--- src/rtl/frame_buffer_writer.sv ---
// frame_buffer_writer
// Takes a raster-ordered pixel stream on a valid/ready handshake and writes
// each pixel into the frame BRAM at row*H_ACTIVE+col. The address is built
// by counting, not by multiplying. The block locks onto start-of-frame,
// restarts when an SOF arrives mid-frame, and pulses frame_done once the last
// pixel of a frame has been written.
//
// state | meaning
// IDLE  | waiting for SOF; beats without SOF are dropped
// WRITE | frame in progress; every beat is written and the counters advance
// DONE  | one cycle; the final write and frame_done appear, and input is stalled
module frame_buffer_writer #(
    parameter int H_ACTIVE = 640,
    parameter int V_ACTIVE = 480,
    parameter int DATA_W   = 8,
    parameter int ADDR_W   = 19
) (
    input  logic              clk_i,
    input  logic              rst_i,
    input  logic              s_valid_i,
    output logic              s_ready_o,
    input  logic [DATA_W-1:0] s_data_i,
    input  logic              s_sof_i,
    output logic [ADDR_W-1:0] bram_addr_o,
    output logic [DATA_W-1:0] bram_din_o,
    output logic              bram_we_o,
    output logic              frame_done_o,
    output logic              resync_o,
    output logic              busy_o
);

    localparam int COL_W = (H_ACTIVE > 1) ? $clog2(H_ACTIVE) : 1;
    localparam int ROW_W = (V_ACTIVE > 1) ? $clog2(V_ACTIVE) : 1;

    typedef enum logic [1:0] {
        ST_IDLE,
        ST_WRITE,
        ST_DONE
    } state_t;

    state_t              state_q, state_d;
    logic [COL_W-1:0]    col_q, col_d;
    logic [ROW_W-1:0]    row_q, row_d;
    logic [ADDR_W-1:0]   addr_q, addr_d;
    logic [ADDR_W-1:0]   wr_addr_q, wr_addr_d;
    logic [DATA_W-1:0]   din_q, din_d;
    logic                we_q, we_d;
    logic                done_q, done_d;
    logic                resync_q, resync_d;
    logic                ready_q, ready_d;
    logic                busy_q, busy_d;

    logic                accept;
    logic [COL_W-1:0]    base_col;
    logic [ROW_W-1:0]    base_row;
    logic [ADDR_W-1:0]   base_addr;
    logic                base_last;

    assign accept = s_valid_i && ready_q;

    // Write position for this beat: an SOF restarts at the origin, otherwise
    // use the current counters.
    always_comb begin
        base_col  = col_q;
        base_row  = row_q;
        base_addr = addr_q;
        if (s_sof_i) begin
            base_col  = '0;
            base_row  = '0;
            base_addr = '0;
        end
        base_last = (base_col == COL_W'(H_ACTIVE - 1)) &&
                    (base_row == ROW_W'(V_ACTIVE - 1));
    end

    // Next-state, counter advance and registered-output decode.
    always_comb begin
        state_d   = state_q;
        col_d     = col_q;
        row_d     = row_q;
        addr_d    = addr_q;
        wr_addr_d = wr_addr_q;
        din_d     = din_q;
        we_d      = 1'b0;
        done_d    = 1'b0;
        resync_d  = 1'b0;

        case (state_q)
            ST_IDLE, ST_WRITE: begin
                // In IDLE, only an SOF beat opens a frame.
                if (accept && (s_sof_i || state_q == ST_WRITE)) begin
                    we_d      = 1'b1;
                    wr_addr_d = base_addr;
                    din_d     = s_data_i;
                    resync_d  = s_sof_i && (state_q == ST_WRITE);
                    if (base_last) begin
                        state_d = ST_DONE;
                        done_d  = 1'b1;
                        col_d   = '0;
                        row_d   = '0;
                        addr_d  = '0;
                    end else begin
                        state_d = ST_WRITE;
                        addr_d  = base_addr + ADDR_W'(1);
                        if (base_col == COL_W'(H_ACTIVE - 1)) begin
                            col_d = '0;
                            row_d = base_row + ROW_W'(1);
                        end else begin
                            col_d = base_col + COL_W'(1);
                            row_d = base_row;
                        end
                    end
                end
            end
            ST_DONE: begin
                state_d = ST_IDLE;
            end
            default: begin
                state_d = ST_IDLE;
            end
        endcase

        ready_d = (state_d != ST_DONE);
        busy_d  = (state_d == ST_WRITE);
    end

    // State, counters and outputs; reset clears everything but the BRAM.
    always_ff @(posedge clk_i) begin
        if (rst_i) begin
            state_q   <= ST_IDLE;
            col_q     <= '0;
            row_q     <= '0;
            addr_q    <= '0;
            wr_addr_q <= '0;
            din_q     <= '0;
            we_q      <= 1'b0;
            done_q    <= 1'b0;
            resync_q  <= 1'b0;
            ready_q   <= 1'b0;
            busy_q    <= 1'b0;
        end else begin
            state_q   <= state_d;
            col_q     <= col_d;
            row_q     <= row_d;
            addr_q    <= addr_d;
            wr_addr_q <= wr_addr_d;
            din_q     <= din_d;
            we_q      <= we_d;
            done_q    <= done_d;
            resync_q  <= resync_d;
            ready_q   <= ready_d;
            busy_q    <= busy_d;
        end
    end

    assign s_ready_o    = ready_q;
    assign bram_addr_o  = wr_addr_q;
    assign bram_din_o   = din_q;
    assign bram_we_o    = we_q;
    assign frame_done_o = done_q;
    assign resync_o     = resync_q;
    assign busy_o       = busy_q;

endmodule

--- config.mk ---
export PLATFORM = sky130hd
export DESIGN_NAME = frame_buffer_writer
export DESIGN_NICKNAME = d
export VERILOG_FILES = /design/src/rtl/frame_buffer_writer.sv
export SDC_FILE = /design/constraint.sdc
export NUM_CORES = 1
export LEC_CHECK = 0
export BUFFER_PORTS_ARGS = -buffer_cell sky130_fd_sc_hd__buf_2
export CAP_MARGIN = 30
export CORE_MARGIN = 2
export CORE_UTILIZATION = 40
export DETAILED_ROUTE_END_ITERATION = 10
export PLACE_DENSITY_LB_ADDON = 0.12
export SYNTH_ARGS = -nofsm -noshare
export SYNTH_HDL_FRONTEND = slang
export SYNTH_SLANG_ARGS = --single-unit
--- constraint.sdc ---
create_clock -name clk_i -period 3.97 [get_ports clk_i]
set_input_delay 0.794 -clock clk_i [delete_from_list [all_inputs] [get_ports clk_i]]
set_output_delay 0.794 -clock clk_i [all_outputs]
set_load 0.05 [all_outputs]
==> flow_summary.ini, run 1 <==
[floorplanning]
core_area_sq_um = 8130
ios = 44
start_util_pct = 40.9
rows = 33
fp.dieH_um = 95.2
die_w_um = 95.2
die-area_sq_um = 9060

[pwr]
power.total_w = 0.00158
vdd_drop_max_uv = 174
leakagePower_nw = 1.38
p_per_area_nw_per_um2 = 410

[critical_path]
slowest_stage = and3_1
path_delay_family = simple AND/OR/NAND/NOR gates
critPathLaunchType = input port
max_stage_delay_ns = 0.41
crit_path_end_kind = flop
worstPathRequired_ns = 4.21
crit_fanout = 28
worst_ep_arrival_time_ns = 3.10
timing.critical_path.buf_inv = 1
path_class = input port to flop
cp_cell_sequence = buf_2 -> nor2b_1 -> ha_1 -> and4b_1 -> and3_1 -> a21oi_1 -> and4_1 -> a311o_1

[logic_synthesis]
synth-edff-count = 0
synth_fp_nets = 439
ys_ff_latch = 72
synthDominantCellAreaShare_pct = 43.3
ys_seq_area_share_pct = 43.3
syn_inst = 424
yosys.area.top_type = dfxtp_1
avgSynthCellArea_sq_um = 7.84
yosysUniqueCellTypes = 47
ys.flop_type = dfxtp_1
syn_area_sq_um = 3330
netlist_top_cells_area = dfxtp_1 43%, nand2_1 8.0%, a21oi_1 8.0%
async_reset_ff_share_pct = 0
synth_warnings = 0

[layout]
drive_gt1_share_pct = 15.3
syn_to_final_growth_pct = 15.9
stdcell_count = 564
antennaDiodeCount = 0
fin_area_sq_um = 3850
final_nets = 470
nFillCells = 835

[global_route]
antenna_found_initial = 0
grt_pass1_wl_mm = 14.2
gr-usage-all-layers_pct = 20.0
grt_max_degree = 47
grt_pass1_vias = 2919
gr-total-overflow = 0

[placement]
placed_area_sq_um = 3600
dp.cells = 549
portBuffers = 43
hpwl_mm = 5.55
gp_congestion = 0.815

[sta]
setup_viol = 0
max_slew_margin_pct = 43.3
period_minus_slack_ns = 2.86
holdWs_ns = 0.450
skew_ns = 0.0117
maxSlewViolCount = 0
fin_tns_setup_ns = 0
max_freq_ghz = 0.349
timing.final.crit_share_pct = 72.1
worst_pin_slew_ns = 0.850
rsz0062_at_grt = false
hold_violations = 0

[cts]
clock_latency_ns = 0.35
clockBufferDepth = 2
path_clk_slew_ns = 0.08
ctsHoldBuffers = 0
cts_setup_buffers = 0
cts_sinks = 72
ctsResizeCount = 0
tritoncts = done
htreeDepth = 3
cts-root-buf = clkbuf_8
numCtsBuffers = 9

[detailed_routing]
route.met3.wl_um = 444
maxUsedRoutingLayer = met4
viasPerCell = 5.58
antenna_left = 0
drt_iter0_drc = 161
vias = 3149
wl_per_cell_um = 14.9
drtPass1Iterations = 4
m1WireLength_mm = 4.04
drc = 0
dr_wl_met2_mm = 3.79
drt-total-wl_mm = 8.42

[run_status]
status = finished, final reports clean

[flow_run]
maxCapViolCount = 0

[min_path]
hp-class = flop to flop
[Yosys cell counts, types with 7 or more instances]
master / instances
nand2_1: 71
nor3_1: 12
nand3_1: 28
nand4_1: 12
or3_1: 10
o21ai_0: 27
dfxtp_1: 72
a31oi_1: 11
inv_1: 10
clkbuf_1: 16
nor2b_1: 8
a21oi_1: 53
nor2_1: 14
buf_2: 7
[area by class of cell]
class | count | area, sq um | share of cell area (%)
tap | 105 | 131 | 3.41
clock inverter | 6 | 133 | 3.44
sequential | 72 | 1440 | 37.4
timing repair buffer | 50 | 268 | 6.95
multi-input combinational | 312 | 1720 | 44.6
clock buffer | 9 | 124 | 3.21
inverter | 10 | 37.5 | 0.974
[state kept, by name, indices dropped and copies added (netlist names)]
register / cells
addr_q: 19
bram_addr_o: 19
bram_din_o: 8
bram_we_o: 1
busy_o: 1
col_q: 10
frame_done_o: 1
resync_o: 1
row_q: 9
s_ready_o: 1
state_q: 2
[cell families (layout without fill, tap and decap cells)]
logic type | Yosys count | count (layout) | synth area share (%)
and+or+nand+nor | 191 | 191 | 29.7
adders and majority gates | 3 | 3 | 1.13
buffers and inverters | 40 | 75 | 5.00
DFF | 72 | 72 | 43.3
muxes | 1 | 1 | 0.301
AOI/OAI and AO/OA | 117 | 117 | 20.5
[metrics by stage]
stage	setup WS (ns)	util, %
global placement	0.859	44.2
detailed placement	0.782	44.2
CTS	1.14	47.4
finish	1.11	47.4
global route	0.960	47.4
floorplan	0.722	-
[final timing paths]
kind	start	endpoint	slack, ns	depth (start not counted)
max	s_sof_i	addr_q[10]$_SDFFE_PP0N_	1.11	8
min	bram_addr_o[6]$_SDFFE_PP0N_	bram_addr_o[6]$_SDFFE_PP0N_	0.45	2
max reg2reg	col_q[0]$_SDFFE_PP0N_	addr_q[10]$_SDFFE_PP0N_	1.50	7
min reg2reg	bram_addr_o[6]$_SDFFE_PP0N_	bram_addr_o[6]$_SDFFE_PP0N_	0.45	2
[tightest hold or removal path, delay by kind of cell (launching register included)]
| family | cells | cell delay (ns) |
|---|---|---|
| and+or+nand+nor | 1 | 0.05 |
| AOI/OAI and AO/OA | 1 | 0.05 |
| DFF | 1 | 0.31 |
[power by group]
part            total, W  internal [W]  leakage, nW  switching, W
clock network   0.000754      0.000476        0.125      0.000278
registers       0.000732      0.000728        0.581    0.00000368
logic          0.0000955     0.0000233        0.676     0.0000722
[per-layer routing]
layer	up-vias	global-route usage, %
li1	1606	-
met1	1460	26.4
met2	69	31.9
met3	14	4.74
met4	0	7.00
met5	-	0
[layout by cell type (no fill, tap or decap), types with 7 or more instances in the layout]
master    instances
nand3_1          28
or3_1            10
clkbuf_8          9
o21ai_0          27
nand2_1          71
nor2_1           13
nand4_1          12
inv_1            10
a31oi_1          11
dfxtp_1          72
nor3_1           12
a21oi_1          53
buf_2            43
nor2b_1           8
buf_4             7
No activity file was read; power rests on OpenSTA's default activity.
==> run 2: changes to the inputs <==
==> constraint.sdc (replaced) <==
create_clock -name clk_i -period 2.7 [get_ports clk_i]
set_input_delay 0.54 -clock clk_i [delete_from_list [all_inputs] [get_ports clk_i]]
set_output_delay 0.54 -clock clk_i [all_outputs]
set_load 0.05 [all_outputs]
==> flow_summary.ini, run 2 (synthesis gave the netlist of run 1 again) <==
[pwr]
seqPwrFrac_pct = 51.6
p_sw_share_pct = 25.1
p_per_area_nw_per_um2 = 533
comb_power_share_pct = 7.4
switchingPower_w = 0.000524
leakagePower_nw = 1.44
vdd_drop_max_uv = 281
p_int_w = 0.00156
power.total_w = 0.00208
p_clk_share_pct = 41.0

[global_route]
grtUsageMet1_pct = 27.2
grt_max_degree = 28
grt_util_met3_pct = 4.90
busiest_layer = met2
gr-usage-all-layers_pct = 20.7
grt_pass1_wl_mm = 14.6
use_met2_pct = 32.5
antenna_found_initial = 0
grt_pass1_vias = 3055
gr-total-overflow = 0

[detailed_routing]
wl_per_cell_um = 15.4
drtPass1Iterations = 5
antenna_left = 0
viasPerCell = 5.72
drt-total-wl_mm = 8.90
vias = 3304
drt_iter0_drc = 173
drc = 0

[cts]
tritoncts = done
ctsHoldBuffers = 0
htreeDepth = 3
ctsResizeCount = 0
path_clk_slew_ns = 0.08
numCtsBuffers = 9
clockBufferDepth = 2
cts-root-buf = clkbuf_8
cts_setup_buffers = 0
clock_latency_ns = 0.34
cts_sinks = 72

[layout]
drive_gt1_share_pct = 17.8
layout_commonest_cell = dfxtp_1
antennaDiodeCount = 0
nFillCells = 832
syn_to_final_growth_pct = 17.6
final_nets = 484
fin_area_sq_um = 3910
final_cell_mix = 72 x dfxtp_1, 71 x nand2_1, 53 x a21oi_1, 43 x buf_2, 28 x nand3_1

[placement]
portBuffers = 43
placed_area_sq_um = 3720
gp_congestion = 0.840
hpwl_mm = 6.04

[floorplanning]
die-area_sq_um = 9060
start_util_pct = 40.9
ios = 44
rows = 33
fp.dieH_um = 95.2
die_w_um = 95.2
core_area_sq_um = 8130

[sta]
setup_viol = 0
fin_tns_setup_ns = 0
worst_pin_slew_ns = 0.722
skew_ns = 0.0110
holdWs_ns = 0.428
hold_violations = 0
rsz0062_at_grt = false
maxSlewViolCount = 0
max_freq_ghz = 0.434
timing.final.crit_share_pct = 85.4
max_slew_margin_pct = 51.7
period_minus_slack_ns = 2.31

[critical_path]
crit_path_end_kind = flop
worst_ep_arrival_time_ns = 2.57
timing.critical_path.buf_inv = 3
crit_path_frequent_cell = buf_4
crit_fanout = 14
critPathLaunchType = input port
slowest_stage = or3_1
path_class = input port to flop
max_stage_delay_ns = 0.32
path_delay_family = simple AND/OR/NAND/NOR gates
worstPathRequired_ns = 2.96
cp_cell_sequence = buf_2 -> buf_4 -> nor2b_1 -> ha_1 -> nand4b_1 -> nor4_1 -> buf_4 -> nand4_1 -> or3_1 -> o21ai_0

[run_status]
status = finished, final reports clean

[flow_run]
maxCapViolCount = 0

[min_path]
hp-class = input port to flop
==> run 2: changes by cell type in the layout (fill, tap and decap cells not counted), sizes merged <==
cell / change
clkinvlp: -1
buf: +14
clkbuf: +1
clkinv: +3
bufinv: -3
==> run 2: worst paths after layout <==
kind / from / depth (start not counted) / slack, ns / end
hold / removal: s_data_i[1] / 3 / 0.43 / bram_din_o[1]$_SDFFE_PP0N_
setup reg to reg: col_q[0]$_SDFFE_PP0N_ / 7 / 0.50 / row_q[8]$_SDFFE_PP0N_
hold reg to reg: bram_addr_o[4]$_SDFFE_PP0N_ / 2 / 0.45 / bram_addr_o[4]$_SDFFE_PP0N_
setup / recovery: s_sof_i / 10 / 0.39 / addr_q[18]$_SDFFE_PP0N_
==> run 2: power by group through the flow <==
stage	combinational, W	sequential [W]	clock, W
CTS	0.000155	0.00108	0.000887
detailed placement	0.000155	0.00110	0
global placement	0.000154	0.00110	0
global route	0.000169	0.00108	0.000935
finish	0.000155	0.00108	0.000854
floorplan	0.0000769	0.00112	0
==> run 2: tightest hold or removal path: stages <==
cell,delay (ns)
buf_2,0.09
nand2_1,0.04
a21oi_1,0.05
==> run 2: cell type report <==
| type | instances | area, sq um | share of cell area, % |
|---|---|---|---|
| Sequential cell | 72 | 1440 | 36.9 |
| Timing Repair Buffer | 64 | 385 | 9.85 |
| Inverter | 10 | 37.5 | 0.960 |
| Clock buffer | 10 | 138 | 3.52 |
| Clock inverter | 5 | 57.6 | 1.47 |
| Tap cell | 105 | 131 | 3.36 |
| Multi-Input combinational cell | 312 | 1720 | 44.0 |
==> run 2: metal layers <==
layer	wire length, um	up-vias
li1	-	1633
met1	4250	1590
met2	4190	71
met3	318	10
met4	135	0
met5	0	-
==> run 2: metrics by stage <==
stage | util, % | setup slack (ns) | std cells
finish | 48.1 | 0.394 | 578
global route | 48.1 | 0.215 | 578
CTS | 48.1 | 0.408 | 578
detailed placement | 45.7 | 0.0814 | 563
global placement | 45.7 | 0.169 | 563
floorplan | - | 0.00729 | 424
